==> src/rtl/reward_sched_if.sv <==
// Transmit-side packet bus of reward_sched: packet fields and valid/ready handshake.
interface reward_sched_if #(
   parameter int WORD_WIDTH = 16
);
   logic                  tx_valid;
   logic                  tx_ready;
   logic [2:0]            rPacketType;
   logic [WORD_WIDTH-1:0] rSourceID;
   logic [WORD_WIDTH-1:0] rEnergyLeft;
   logic [WORD_WIDTH-1:0] rQValue;
   logic [WORD_WIDTH-1:0] rSourceHops;
   logic [WORD_WIDTH-1:0] rDestinationID;
   logic [WORD_WIDTH-1:0] rChosenCH;
   logic [WORD_WIDTH-1:0] rHopsFromCH;
   logic [WORD_WIDTH-1:0] rTimeslot;

   modport master (
      output tx_valid, rPacketType, rSourceID, rEnergyLeft, rQValue, rSourceHops,
             rDestinationID, rChosenCH, rHopsFromCH, rTimeslot,
      input  tx_ready
   );

   modport slave (
      input  tx_valid, rPacketType, rSourceID, rEnergyLeft, rQValue, rSourceHops,
             rDestinationID, rChosenCH, rHopsFromCH, rTimeslot,
      output tx_ready
   );
endinterface

==> src/rtl/reward_sched.sv <==
// EER-RL packet packer: picks HB/INV/MR/CHT/Data/SOS jobs, runs MR/CHT timeouts and
// sweeps the neighbor table as cluster head, emitting each packet over valid/ready.
module reward_sched #(
   parameter int                    WORD_WIDTH    = 16,
   parameter int                    MAX_NEIGHBORS = 32,
   parameter int                    MAX_CH_HOPS   = 4,
   parameter int                    MR_TIMEOUT    = 15,
   parameter int                    CHT_TIMEOUT   = 15,
   parameter logic [WORD_WIDTH-1:0] BCAST_ID      = {WORD_WIDTH{1'b1}},
   localparam int                   IDX_W         = $clog2(MAX_NEIGHBORS)
) (
   input  logic                  clk,
   input  logic                  nrst,
   input  logic                  en,
   input  logic [2:0]            fPacketType,
   input  logic                  iAmDestination,
   input  logic                  iHaveData,
   input  logic                  low_E,
   input  logic                  role,
   input  logic [WORD_WIDTH-1:0] myNodeID,
   input  logic [WORD_WIDTH-1:0] myEnergy,
   input  logic [WORD_WIDTH-1:0] myQValue,
   input  logic [WORD_WIDTH-1:0] hopsFromSink,
   input  logic [WORD_WIDTH-1:0] chosenCH,
   input  logic [WORD_WIDTH-1:0] hopsFromCH,
   input  logic [WORD_WIDTH-1:0] chosenHop,
   input  logic [IDX_W:0]        neighborCount,
   input  logic [WORD_WIDTH-1:0] mNodeID,
   output logic [IDX_W-1:0]      nTableIndex,
   output logic                  busy,
   output logic                  reward_done,
   reward_sched_if.master        tx
);

   localparam logic [2:0] T_HB = 3'd0, T_CHE = 3'd1, T_INV = 3'd2, T_MR = 3'd3;
   localparam logic [2:0] T_CHT = 3'd4, T_DATA = 3'd5, T_SOS = 3'd6, T_NONE = 3'd7;
   localparam int TMAX = (MR_TIMEOUT > CHT_TIMEOUT) ? MR_TIMEOUT : CHT_TIMEOUT;
   localparam int TW   = $clog2(TMAX + 1);

   typedef enum logic [2:0] {IDLE, EMIT, CHT_RD, CHT_EMIT, DONE} state_t;

   state_t                state, nxt;
   logic [IDX_W-1:0]      idx;
   logic [TW-1:0]         mr_cnt, cht_cnt;
   logic                  pend_mr, pend_cht, hb_lock, own_inv_q;
   logic                  ld, set_hb, arm_mr, own_inv, take_mr, take_cht, last;
   logic [2:0]            ld_type;
   logic [WORD_WIDTH-1:0] ld_dest, ld_hops, data_dest;

   assign data_dest   = (hopsFromSink == WORD_WIDTH'(1)) ? '0 : chosenHop;
   assign last        = ({1'b0, idx} == (neighborCount - (IDX_W+1)'(1)));
   assign nTableIndex = idx;
   assign busy        = (state != IDLE);
   assign reward_done = (state == DONE);

   always_ff @(posedge clk) begin
      if (nrst) state <= IDLE;
      else      state <= nxt;
   end

   always_comb begin
      nxt      = state;
      ld       = 1'b0;
      ld_type  = T_NONE;
      ld_dest  = BCAST_ID;
      ld_hops  = hopsFromCH;
      set_hb   = 1'b0;
      arm_mr   = 1'b0;
      own_inv  = 1'b0;
      take_mr  = 1'b0;
      take_cht = 1'b0;
      case (state)
         IDLE: begin
            if (pend_cht && role) begin
               take_cht = 1'b1;
               nxt      = (neighborCount == '0) ? DONE : CHT_RD;
            end else if (pend_mr && !role) begin
               take_mr = 1'b1;
               ld      = 1'b1;
               ld_type = T_MR;
               ld_dest = chosenCH;
               nxt     = EMIT;
            end else if (en) begin
               nxt = DONE;
               case (fPacketType)
                  T_HB: if (!hb_lock) begin
                     ld = 1'b1; ld_type = T_HB; set_hb = 1'b1; nxt = EMIT;
                  end
                  T_CHE: if (role) begin
                     ld = 1'b1; ld_type = T_INV; ld_hops = '0; own_inv = 1'b1; nxt = EMIT;
                  end
                  T_INV: if (!role) begin
                     // MR timer arming does not depend on whether the INV is rippled
                     arm_mr = (mr_cnt == '0);
                     if (hopsFromCH < WORD_WIDTH'(MAX_CH_HOPS)) begin
                        ld = 1'b1; ld_type = T_INV; ld_hops = hopsFromCH + WORD_WIDTH'(1); nxt = EMIT;
                     end
                  end
                  T_DATA, T_SOS: if (iAmDestination) begin
                     ld      = 1'b1;
                     ld_type = ((fPacketType == T_SOS) || low_E) ? T_SOS : T_DATA;
                     ld_dest = data_dest;
                     nxt     = EMIT;
                  end
                  default: ;
               endcase
            end else if (iHaveData) begin
               ld = 1'b1; ld_type = T_DATA; ld_dest = data_dest; nxt = EMIT;
            end
         end
         EMIT:     if (tx.tx_ready) nxt = DONE;
         CHT_RD:   nxt = CHT_EMIT;
         CHT_EMIT: if (tx.tx_ready) nxt = last ? DONE : CHT_RD;
         DONE:     nxt = IDLE;
         default:  nxt = IDLE;
      endcase
   end

   always_ff @(posedge clk) begin
      if (nrst) begin
         tx.tx_valid       <= 1'b0;
         tx.rPacketType    <= T_NONE;
         tx.rDestinationID <= BCAST_ID;
         tx.rSourceID      <= '0;
         tx.rEnergyLeft    <= '0;
         tx.rQValue        <= '0;
         tx.rSourceHops    <= '0;
         tx.rChosenCH      <= '0;
         tx.rHopsFromCH    <= '0;
         tx.rTimeslot      <= '0;
         idx               <= '0;
         mr_cnt            <= '0;
         cht_cnt           <= '0;
         pend_mr           <= 1'b0;
         pend_cht          <= 1'b0;
         hb_lock           <= 1'b0;
         own_inv_q         <= 1'b0;
      end else begin
         // free-running timeouts; expiry leaves a sticky request for the next IDLE
         if (mr_cnt != '0) begin
            mr_cnt <= mr_cnt - TW'(1);
            if (mr_cnt == TW'(1)) pend_mr <= 1'b1;
         end
         if (cht_cnt != '0) begin
            cht_cnt <= cht_cnt - TW'(1);
            if (cht_cnt == TW'(1)) pend_cht <= 1'b1;
         end
         if (arm_mr) mr_cnt <= TW'(MR_TIMEOUT);
         if (state == EMIT && tx.tx_ready && own_inv_q) cht_cnt <= TW'(CHT_TIMEOUT);
         if (take_mr)  pend_mr  <= 1'b0;
         if (take_cht) begin
            pend_cht <= 1'b0;
            idx      <= '0;
         end
         if (role)  pend_mr  <= 1'b0;
         if (!role) pend_cht <= 1'b0;

         if (set_hb) hb_lock <= 1'b1;
         if (en && fPacketType == T_DATA) hb_lock <= 1'b0;

         if (ld) begin
            tx.tx_valid       <= 1'b1;
            tx.rPacketType    <= ld_type;
            tx.rDestinationID <= ld_dest;
            tx.rSourceID      <= myNodeID;
            tx.rEnergyLeft    <= myEnergy;
            tx.rQValue        <= myQValue;
            tx.rSourceHops    <= hopsFromSink;
            tx.rChosenCH      <= chosenCH;
            tx.rHopsFromCH    <= ld_hops;
            tx.rTimeslot      <= '0;
            own_inv_q         <= own_inv;
         end
         if (state == CHT_RD) begin
            tx.tx_valid       <= 1'b1;
            tx.rPacketType    <= T_CHT;
            tx.rDestinationID <= mNodeID;
            tx.rSourceID      <= myNodeID;
            tx.rEnergyLeft    <= myEnergy;
            tx.rQValue        <= myQValue;
            tx.rSourceHops    <= hopsFromSink;
            tx.rChosenCH      <= myNodeID;
            tx.rHopsFromCH    <= hopsFromCH;
            tx.rTimeslot      <= WORD_WIDTH'(idx) + WORD_WIDTH'(1);
            own_inv_q         <= 1'b0;
         end
         if ((state == EMIT || state == CHT_EMIT) && tx.tx_ready) tx.tx_valid <= 1'b0;
         if (state == CHT_EMIT && tx.tx_ready && !last) idx <= idx + IDX_W'(1);
      end
   end

endmodule

==> src/flat_wrapper.sv <==
// flat-port wrapper written by rule: the top's interface ports become plain ports
module reward_sched_flat 
#(
   parameter int                    WORD_WIDTH    = 16,
   parameter int                    MAX_NEIGHBORS = 32,
   parameter int                    MAX_CH_HOPS   = 4,
   parameter int                    MR_TIMEOUT    = 15,
   parameter int                    CHT_TIMEOUT   = 15,
   parameter logic [WORD_WIDTH-1:0] BCAST_ID      = {WORD_WIDTH{1'b1}},
   localparam int                   IDX_W         = $clog2(MAX_NEIGHBORS)
)
  (clk, nrst, en, fPacketType, iAmDestination, iHaveData, low_E, role, myNodeID, myEnergy, myQValue, hopsFromSink, chosenCH, hopsFromCH, chosenHop, neighborCount, mNodeID, nTableIndex, busy, reward_done, tx_tx_valid, tx_rPacketType, tx_rSourceID, tx_rEnergyLeft, tx_rQValue, tx_rSourceHops, tx_rDestinationID, tx_rChosenCH, tx_rHopsFromCH, tx_rTimeslot, tx_tx_ready);
  reward_sched_if #(.WORD_WIDTH(WORD_WIDTH)) tx_i ();
  input  logic clk;
  input  logic nrst;
  input  logic en;
  input  logic [2:0] fPacketType;
  input  logic iAmDestination;
  input  logic iHaveData;
  input  logic low_E;
  input  logic role;
  input  logic [WORD_WIDTH-1:0] myNodeID;
  input  logic [WORD_WIDTH-1:0] myEnergy;
  input  logic [WORD_WIDTH-1:0] myQValue;
  input  logic [WORD_WIDTH-1:0] hopsFromSink;
  input  logic [WORD_WIDTH-1:0] chosenCH;
  input  logic [WORD_WIDTH-1:0] hopsFromCH;
  input  logic [WORD_WIDTH-1:0] chosenHop;
  input  logic [IDX_W:0] neighborCount;
  input  logic [WORD_WIDTH-1:0] mNodeID;
  output logic [IDX_W-1:0] nTableIndex;
  output logic busy;
  output logic reward_done;
  output wire logic [$bits(tx_i.tx_valid)-1:0] tx_tx_valid;
  output wire logic [$bits(tx_i.rPacketType)-1:0] tx_rPacketType;
  output wire logic [$bits(tx_i.rSourceID)-1:0] tx_rSourceID;
  output wire logic [$bits(tx_i.rEnergyLeft)-1:0] tx_rEnergyLeft;
  output wire logic [$bits(tx_i.rQValue)-1:0] tx_rQValue;
  output wire logic [$bits(tx_i.rSourceHops)-1:0] tx_rSourceHops;
  output wire logic [$bits(tx_i.rDestinationID)-1:0] tx_rDestinationID;
  output wire logic [$bits(tx_i.rChosenCH)-1:0] tx_rChosenCH;
  output wire logic [$bits(tx_i.rHopsFromCH)-1:0] tx_rHopsFromCH;
  output wire logic [$bits(tx_i.rTimeslot)-1:0] tx_rTimeslot;
  input wire logic [$bits(tx_i.tx_ready)-1:0] tx_tx_ready;
  assign tx_tx_valid = tx_i.tx_valid;
  assign tx_rPacketType = tx_i.rPacketType;
  assign tx_rSourceID = tx_i.rSourceID;
  assign tx_rEnergyLeft = tx_i.rEnergyLeft;
  assign tx_rQValue = tx_i.rQValue;
  assign tx_rSourceHops = tx_i.rSourceHops;
  assign tx_rDestinationID = tx_i.rDestinationID;
  assign tx_rChosenCH = tx_i.rChosenCH;
  assign tx_rHopsFromCH = tx_i.rHopsFromCH;
  assign tx_rTimeslot = tx_i.rTimeslot;
  assign tx_i.tx_ready = tx_tx_ready;
  reward_sched #(.WORD_WIDTH(WORD_WIDTH), .MAX_NEIGHBORS(MAX_NEIGHBORS), .MAX_CH_HOPS(MAX_CH_HOPS), .MR_TIMEOUT(MR_TIMEOUT), .CHT_TIMEOUT(CHT_TIMEOUT), .BCAST_ID(BCAST_ID)) u_core (.clk(clk), .nrst(nrst), .en(en), .fPacketType(fPacketType), .iAmDestination(iAmDestination), .iHaveData(iHaveData), .low_E(low_E), .role(role), .myNodeID(myNodeID), .myEnergy(myEnergy), .myQValue(myQValue), .hopsFromSink(hopsFromSink), .chosenCH(chosenCH), .hopsFromCH(hopsFromCH), .chosenHop(chosenHop), .neighborCount(neighborCount), .mNodeID(mNodeID), .nTableIndex(nTableIndex), .busy(busy), .reward_done(reward_done), .tx(tx_i));
endmodule
==> config.mk <==
export PLATFORM = sky130hd
export DESIGN_NAME = reward_sched_flat
export DESIGN_NICKNAME = d
export VERILOG_FILES = /design/src/rtl/reward_sched_if.sv /design/src/rtl/reward_sched.sv /design/src/flat_wrapper.sv
export SDC_FILE = /design/constraint.sdc
export NUM_CORES = 1
export LEC_CHECK = 0
export BUFFER_PORTS_ARGS = -buffer_cell sky130_fd_sc_hd__buf_4
export CAP_MARGIN = 20
export CELL_PAD_IN_SITES_DETAIL_PLACEMENT = 1
export CELL_PAD_IN_SITES_GLOBAL_PLACEMENT = 1
export CORE_MARGIN = 8
export CORE_UTILIZATION = 25
export CTS_CLUSTER_DIAMETER = 120
export CTS_CLUSTER_SIZE = 40
export DETAILED_ROUTE_END_ITERATION = 8
export GPL_TIMING_DRIVEN = 0
export PLACE_DENSITY_LB_ADDON = 0.1
export REMOVE_ABC_BUFFERS = 1
export SETUP_SLACK_MARGIN = 0.2
export SYNTH_ARGS = -nofsm -noshare
export SYNTH_HDL_FRONTEND = slang
export SYNTH_SLANG_ARGS = --single-unit
export TNS_END_PERCENT = 5
==> constraint.sdc <==
create_clock -name clk -period 3.8 [get_ports clk]
set_input_delay 0.76 -clock clk [delete_from_list [all_inputs] [get_ports clk]]
set_output_delay 0.76 -clock clk [all_outputs]
set_load 0.02 [all_outputs]
### Word level (Yosys, flattened, before mapping)

Index checks and enable logic that the tools add are counted.

| word-level totals | value |
|---|---|
| register bits | 152 |
| output and inout bits | 139 |
| word-level logic and storage cells | 175 |

| operators by class | value |
|---|---|
| $add $sub $neg | 6 |
| reduce and logical (&&, ||, !) cells | 32 |
| order comparisons | 1 |
| mux-type cells | 101 |
| eq/ne operators | 15 |
| bitwise logic cells | 1 |

Operators by type and width:

| operator | number |
|---|---|
| $mux 16 | 31 |
| $mux 3 | 22 |
| $pmux 3 s4 | 3 |
| $mux 1 | 33 |
| $pmux 16 s2 | 1 |
| $add 16x1->16 const B | 1 |
| $eq 16x1->1 const B | 1 |
| $lt 16x3->1 const B | 1 |
| $mux 4 | 4 |
| $mux 5 | 2 |
| $eq 3x2->1 const B | 3 |
| $eq 3x3->1 const B | 3 |
| $eq 4x1->1 const B | 2 |
| $logic_and 1x1->1 | 8 |
| $mux 2 | 4 |
| $reduce_bool 2->1 | 4 |
| $reduce_bool 4->1 | 2 |
| $reduce_or 2->1 | 4 |
| $sub 4x1->4 const B | 2 |
| $add 5x1->6 const B | 1 |
| $eq 3x1->1 const B | 2 |
| $eq 5x6->1 | 1 |
| $logic_not 3->1 | 2 |
| $logic_not 6->1 | 1 |
| 13 further kinds | 18 |

### Longest topological paths before layout

| logic depth | value |
|---|---|
| depth after elaboration | 11 |
| gate-level depth with buffers | 10 |
| mapped depth without buffers | 8 |

### Least setup slack after synthesis

No wires, ideal clock.

| timing path | value |
|---|---|
| path type | in2reg |
| start point | input fPacketType[1] |
| end point | register u_core.tx.rDestinationID[12] (netlist name) |
| stages on the path | 9 |
| data arrival time | 2402 ps |
| required time | 3680 ps |
| library setup time | 120 ps |
| slack | 1279 ps |
| buffers on the path | 3 |
| cells stage by stage | buf_2 -> xor2_1 -> and3_4 -> a2111oi_4 -> o21a_1 -> buf_4 -> buf_6 -> nor3_1 -> a211o_1 |

| between the ends | value |
|---|---|
| longest elaborated chain between the ends | 9 |
| elaborated cells on any way between the ends | 19 |

Ends and longest elaborated chain:

| item | RTL line | RTL |
|---|---|---|
| from (decl) | flat_wrapper.sv:17 | `input logic [2:0] fPacketType;` |
| $eq 3x3->1 | reward_sched.sv:85 | `case (fPacketType)` |
| $reduce_or 2->1 | reward_sched.sv:85 |  |
| $mux 16 | reward_sched.sv:85 |  |
| $mux 16 | reward_sched.sv:83 | `end else if (en) begin` |
| $mux 16 | reward_sched.sv:77 | `end else if (pend_mr && !role) begin` |
| $mux 16 | reward_sched.sv:74 | `if (pend_cht && role) begin` |
| $mux 16 | reward_sched.sv:72 | `case (state)` |
| $mux 16 | reward_sched.sv:161 | `if (ld) begin` |
| $mux 16 | reward_sched.sv:174 | `if (state == CHT_RD) begin` |
| to (signal assigned) | reward_sched.sv:164 | `tx.rDestinationID <= ld_dest;` |
| to (signal assigned) | reward_sched.sv:177 | `tx.rDestinationID <= mNodeID;` |
| to (decl) | reward_sched_if.sv:19 | `rDestinationID, rChosenCH, rHopsFromCH, rTimeslot,` |

Parallel ways exist; a longest one is shown, timed or not. The select of a mux whose other input is x is not followed.
A chain may end at the register's enable or synchronous reset.

### Final worst setup path

| timing path | value |
|---|---|
| start point | input role |
| end point | register u_core.tx.rDestinationID[10] (netlist name) |

| between the ends | value |
|---|---|
| longest elaborated chain between the ends | 7 |
| elaborated cells on any way between the ends | 16 |

Ends and longest elaborated chain:

| item | RTL line | RTL |
|---|---|---|
| from (decl) | flat_wrapper.sv:21 | `input logic role;` |
| $mux 1, or another cell as far along | reward_sched.sv:92 | `T_INV: if (!role) begin` |
| $pmux 1 s4 / $logic_and 1x1->1 (equally long branches) | reward_sched.sv:85, reward_sched.sv:77 |  |
| $mux 1 / $mux 16 (equally long branches) | reward_sched.sv:83, reward_sched.sv:77 |  |
| $mux 1 / $mux 16 (equally long branches) | reward_sched.sv:77, reward_sched.sv:74 |  |
| $mux 1 / $mux 16 (equally long branches) | reward_sched.sv:74, reward_sched.sv:72 |  |
| $mux 1 / $mux 16 (equally long branches) | reward_sched.sv:72, reward_sched.sv:161 |  |
| $reduce_bool 2->1 (no line) / $mux 16 (equally long branches) | n/a |  |

Parallel ways exist; a longest one is shown, timed or not. The select of a mux whose other input is x is not followed.

==> out/qor_table.md <==
| Step | Quantity | Reported |
| --- | --- | --- |
| synthesis | Post-synth top flop | sky130_fd_sc_hd__dfxtp_1 |
| timing | Maximum operating frequency | 342 MHz |
| power | Power density normalized to cell area | 546 nW/um2 |
| cts | Clock slew at reported path FFs | 0.07 ns |
| cells and area | Total area of multi-input combinational cells | 3120 um2 |
| route | DRC violations left | 0 |
| worst setup path | Delay-heaviest family, CP | compound AO/OA/AOI/OAI gates |
| timing | Pins Over Slew Limit | 0 |
| cts | Hold buffer count at cts | 0 |
| worst hold path | Class of the worst hold path | register to register |
| placed design | Worst-case setup slack after placement | 0.426 ns |
| timing | Hold Violations, Final | 0 |
| route | Number of DRC markers after the initial detailed-route iteration | 252 |
| cells and area | Fraction of the core area covered by cells at the end of the flow | 36.8% |
| global routing | Global Route met3 Usage | 6.17% |
| route | Number of optimization iterations in the first detailed-route pass | 5 |
| cells and area | Area grow syn2layout | 45.2% |
| worst setup path | Critical path arrival | 3.22 ns |
| cts | Maximum buffer depth of the clock tree | 2 |
| worst setup path | Biggest cell delay along the critical path | 0.60 ns |
| timing | Worst-margin pin slew | 1.02 ns |
| timing | Setup TNS after final layout | 0 ns |
| worst setup path | Cell with the biggest individual delay on the critical path | sky130_fd_sc_hd__o21a_4 |
| global routing | Busiest layer in global routing | met2 |
| cts | Clock net sink count | 142 |
| cts | Inserted Clock Buffers | 17 |
| synthesis | Most used standard cell by instance count after synthesis | sky130_fd_sc_hd__nand2_1 |
| cells and area | Final layout net count | 1183 |
| placed design | Placed insts | 1339 |
| cts | Post-CTS setup buffer count | 0 |
| synthesis | Leading area contributor after synthesis | sky130_fd_sc_hd__dfxtp_1 |
| global routing | GR Util met2 | 28.1% |
| cts | H-tree levels | 4 |
| synthesis | Average cell area after synthesis | 8.04 um2 |
| floorplanning | Die width | 175 um |
| timing | RSZ-0062 raised after global routing | false |
| timing | Clock period minus worst slack | 2.92 ns |
| placed design | Last weighted congestion value of the routability-driven placer | 0.731 |
| synthesis | Top-area cell type share of the netlist area | 44.8% |
| placed design | Standard cell area after detailed placement | 8610 um2 |
| flow run | Reported max-cap violation count | 0 |
| worst setup path | Element type at the critical path end | register |
| global routing | Global-route wire length before repair | 39.9 mm |
| cts | Root Driver | sky130_fd_sc_hd__clkbuf_16 |
| timing | Share of the cycle needed by the critical path after routing | 76.9% |
| placed design | Count of port buffers added during placement | 273 |
| timing | Final-report setup violation count | 0 |
| worst setup path | Data required, critical path | 4.10 ns |
| floorplanning | Initial Util | 25.3% |
| synthesis | Sequential fraction of the synthesis area | 44.8% |
| floorplanning | I/O pin count | 284 |
| synthesis | Synth async-reset ratio | 0% |
| global routing | Largest net degree at the start of global routing | 87 |
| route | Number of nets with antenna violations after routing | 0 |
| global routing | Initial antenna violation count | 1 |
| cts | Clock latency at the later pin of the worst-skew pair | 0.42 ns |
| timing | Post-route clock skew | 0.00874 ns |
| global routing | Vias in the first global route | 6723 |
| cells and area | Area of all sequential standard cells | 2840 um2 |
| route | Via total after detailed routing | 6402 |
| worst setup path | Critical path fanouts, max | 71 |
| timing | Final worst-path setup slack | 0.876 ns |
| power | Static leakage power | 3.99 nW |
| route | Via count normalized by instance count | 4.66 |
| worst setup path | Critical path cell sequence | buf_4 > nor4_1 > and4_2 > a2111oi_4 > o21a_4 > buf_16 > nor3_1 > a211o_1 |
| synthesis | Synthesis warning total | 0 |
| global routing | Leftover overflow at the end of global routing | 0 |
| synthesis | Number of standard cells after synthesis | 788 |
| synthesis | Top cells by area in the synthesized netlist | sky130_fd_sc_hd__dfxtp_1, sky130_fd_sc_hd__nand2_1, sky130_fd_sc_hd__a21oi_1 |
| synthesis | Count of distinct cell types in the synthesized netlist | 54 |
| timing | Slew Limit Headroom | 31.8% |
| cts | TritonCTS clock tree | yes |
| cts | # resized after CTS | 0 |
| cells and area | Cell Count, Final, Fillers Out | 1373 |
| route | Per-cell routed wire length | 18.8 um |
| synthesis | Synthesis-stage register bit count | 142 |
| floorplanning | Overall die height | 175 um |
| worst setup path | Worst path buffer plus inverter count | 2 |
| worst setup path | Setup slack on the worst flop-to-flop path | 1.18 ns |
| worst setup path | Startpoint type of the worst setup path | input port |
| synthesis | Synthesized cell area | 6340 um2 |
| synthesis | Post-synth EDFFs | 0 |
| power | Worst vdd rail ir drop | 246 uV |
| floorplanning | Die footprint | 30700 um2 |
| floorplanning | # rows | 58 |
| global routing | Met1 usage in global routing | 19.3% |
| cells and area | Fraction of final layout cells with drive strength greater than 1 | 31.4% |
| synthesis | Leading post-synthesis cells by instance count | sky130_fd_sc_hd__nand2_1, sky130_fd_sc_hd__dfxtp_1, sky130_fd_sc_hd__a21oi_1 |
| route | Total detailed-routing wirelength | 25.8 mm |
| status | Run status | finished clean |
| worst setup path | Start-to-end type of the worst setup path | input port to register |
| cells and area | Count of filler cells inserted in the layout | 3015 |
| placed design | Detailed-placement wirelength estimate | 18.8 mm |
| cells and area | Post-route cell area | 9200 um2 |
| global routing | Gr usage total | 16.5% |
| floorplanning | Core area | 25000 um2 |
## placed cells by master, fill, tap and decap left out, types with 5 or more instances in the layout
cell and instances:
sky130_fd_sc_hd__nor2b_1 7, sky130_fd_sc_hd__conb_1 10, sky130_fd_sc_hd__nand3b_1 18, sky130_fd_sc_hd__xnor2_1 5
sky130_fd_sc_hd__nor2_1 59, sky130_fd_sc_hd__a211oi_1 5, sky130_fd_sc_hd__clkbuf_16 17, sky130_fd_sc_hd__inv_1 8
sky130_fd_sc_hd__inv_8 5, sky130_fd_sc_hd__nand2b_1 7, sky130_fd_sc_hd__ha_1 9, sky130_fd_sc_hd__nand2_1 166
sky130_fd_sc_hd__a31oi_1 7, sky130_fd_sc_hd__nor4_1 24, sky130_fd_sc_hd__inv_6 6, sky130_fd_sc_hd__o22ai_1 16
sky130_fd_sc_hd__a21oi_1 100, sky130_fd_sc_hd__nor3_1 41, sky130_fd_sc_hd__nand3_1 20, sky130_fd_sc_hd__dfxtp_1 142
sky130_fd_sc_hd__buf_4 272, sky130_fd_sc_hd__o21ai_0 10, sky130_fd_sc_hd__a211o_1 16
## logic make-up after synthesis
kind of cell	synth area share, %
simple gates	27.0
compound gates	17.3
flops	44.8
buf+inv	6.91
fa+ha+maj	1.78
xor+xnor	1.24
mux	0.849
other cells	0.0592
## power by group
| part | internal (mW) | switching [mW] | total (mW) |
|---|---|---|---|
| clock network | 0.872 | 0.767 | 1.64 |
| registers | 1.70 | 0.136 | 1.84 |
| logic | 0.642 | 0.905 | 1.55 |
| total | 3.22 | 1.81 | 5.02 |
## final timing paths
| path | from | endpoint | cells past startpoint |
|---|---|---|---|
| setup / recovery | role | u_core.tx.rDestinationID[10] | 8 |
| setup reg to reg | u_core.hb_lock | u_core.tx.rDestinationID[10] | 7 |
| hold / removal | u_core.tx.rEnergyLeft[9] | u_core.tx.rEnergyLeft[9] | 2 |
| hold reg to reg | u_core.tx.rEnergyLeft[9] | u_core.tx.rEnergyLeft[9] | 2 |
## stage by stage
step                total power [mW]  hold WS (ns)
floorplan                       2.68         0.431
global placement                3.40         0.439
detailed placement              3.43         0.446
CTS                             5.11         0.455
global route                    5.34         0.475
finish                          5.02         0.452
## worst min-delay path: cells and delay by family, from the launching register on
| family | cells | cell delay, ns |
|---|---|---|
| AOI/OAI and AO/OA | 1 | 0.05 |
| DFF | 1 | 0.31 |
| and+or+nand+nor | 1 | 0.05 |
## area by class of cell
type,instances,share of cell area (%)
well taps,330,4.49
clock buffers,17,4.62
flip-flops and latches,142,30.9
diodes,1,0.0272
inverters,8,0.326
multi-input cells,578,33.9
repair buffers,282,24.3
clock inverters,15,1.51
## layer usage
layer,vias up,routed length (um)
li1,3199,-
met1,3041,10800
met2,147,12800
met3,15,1970
met4,0,256
met5,-,0
## state kept, by name (all words and copies together), names as in the netlist, 5 cells and up
register	cells
u_core.tx.rChosenCH	16
u_core.tx.rDestinationID	16
u_core.tx.rEnergyLeft	16
u_core.tx.rHopsFromCH	16
u_core.tx.rQValue	16
u_core.tx.rSourceHops	16
u_core.tx.rSourceID	16
u_core.tx.rTimeslot	6
u_core.nTableIndex	5
Note: power is estimated with default switching activity, not from simulation.
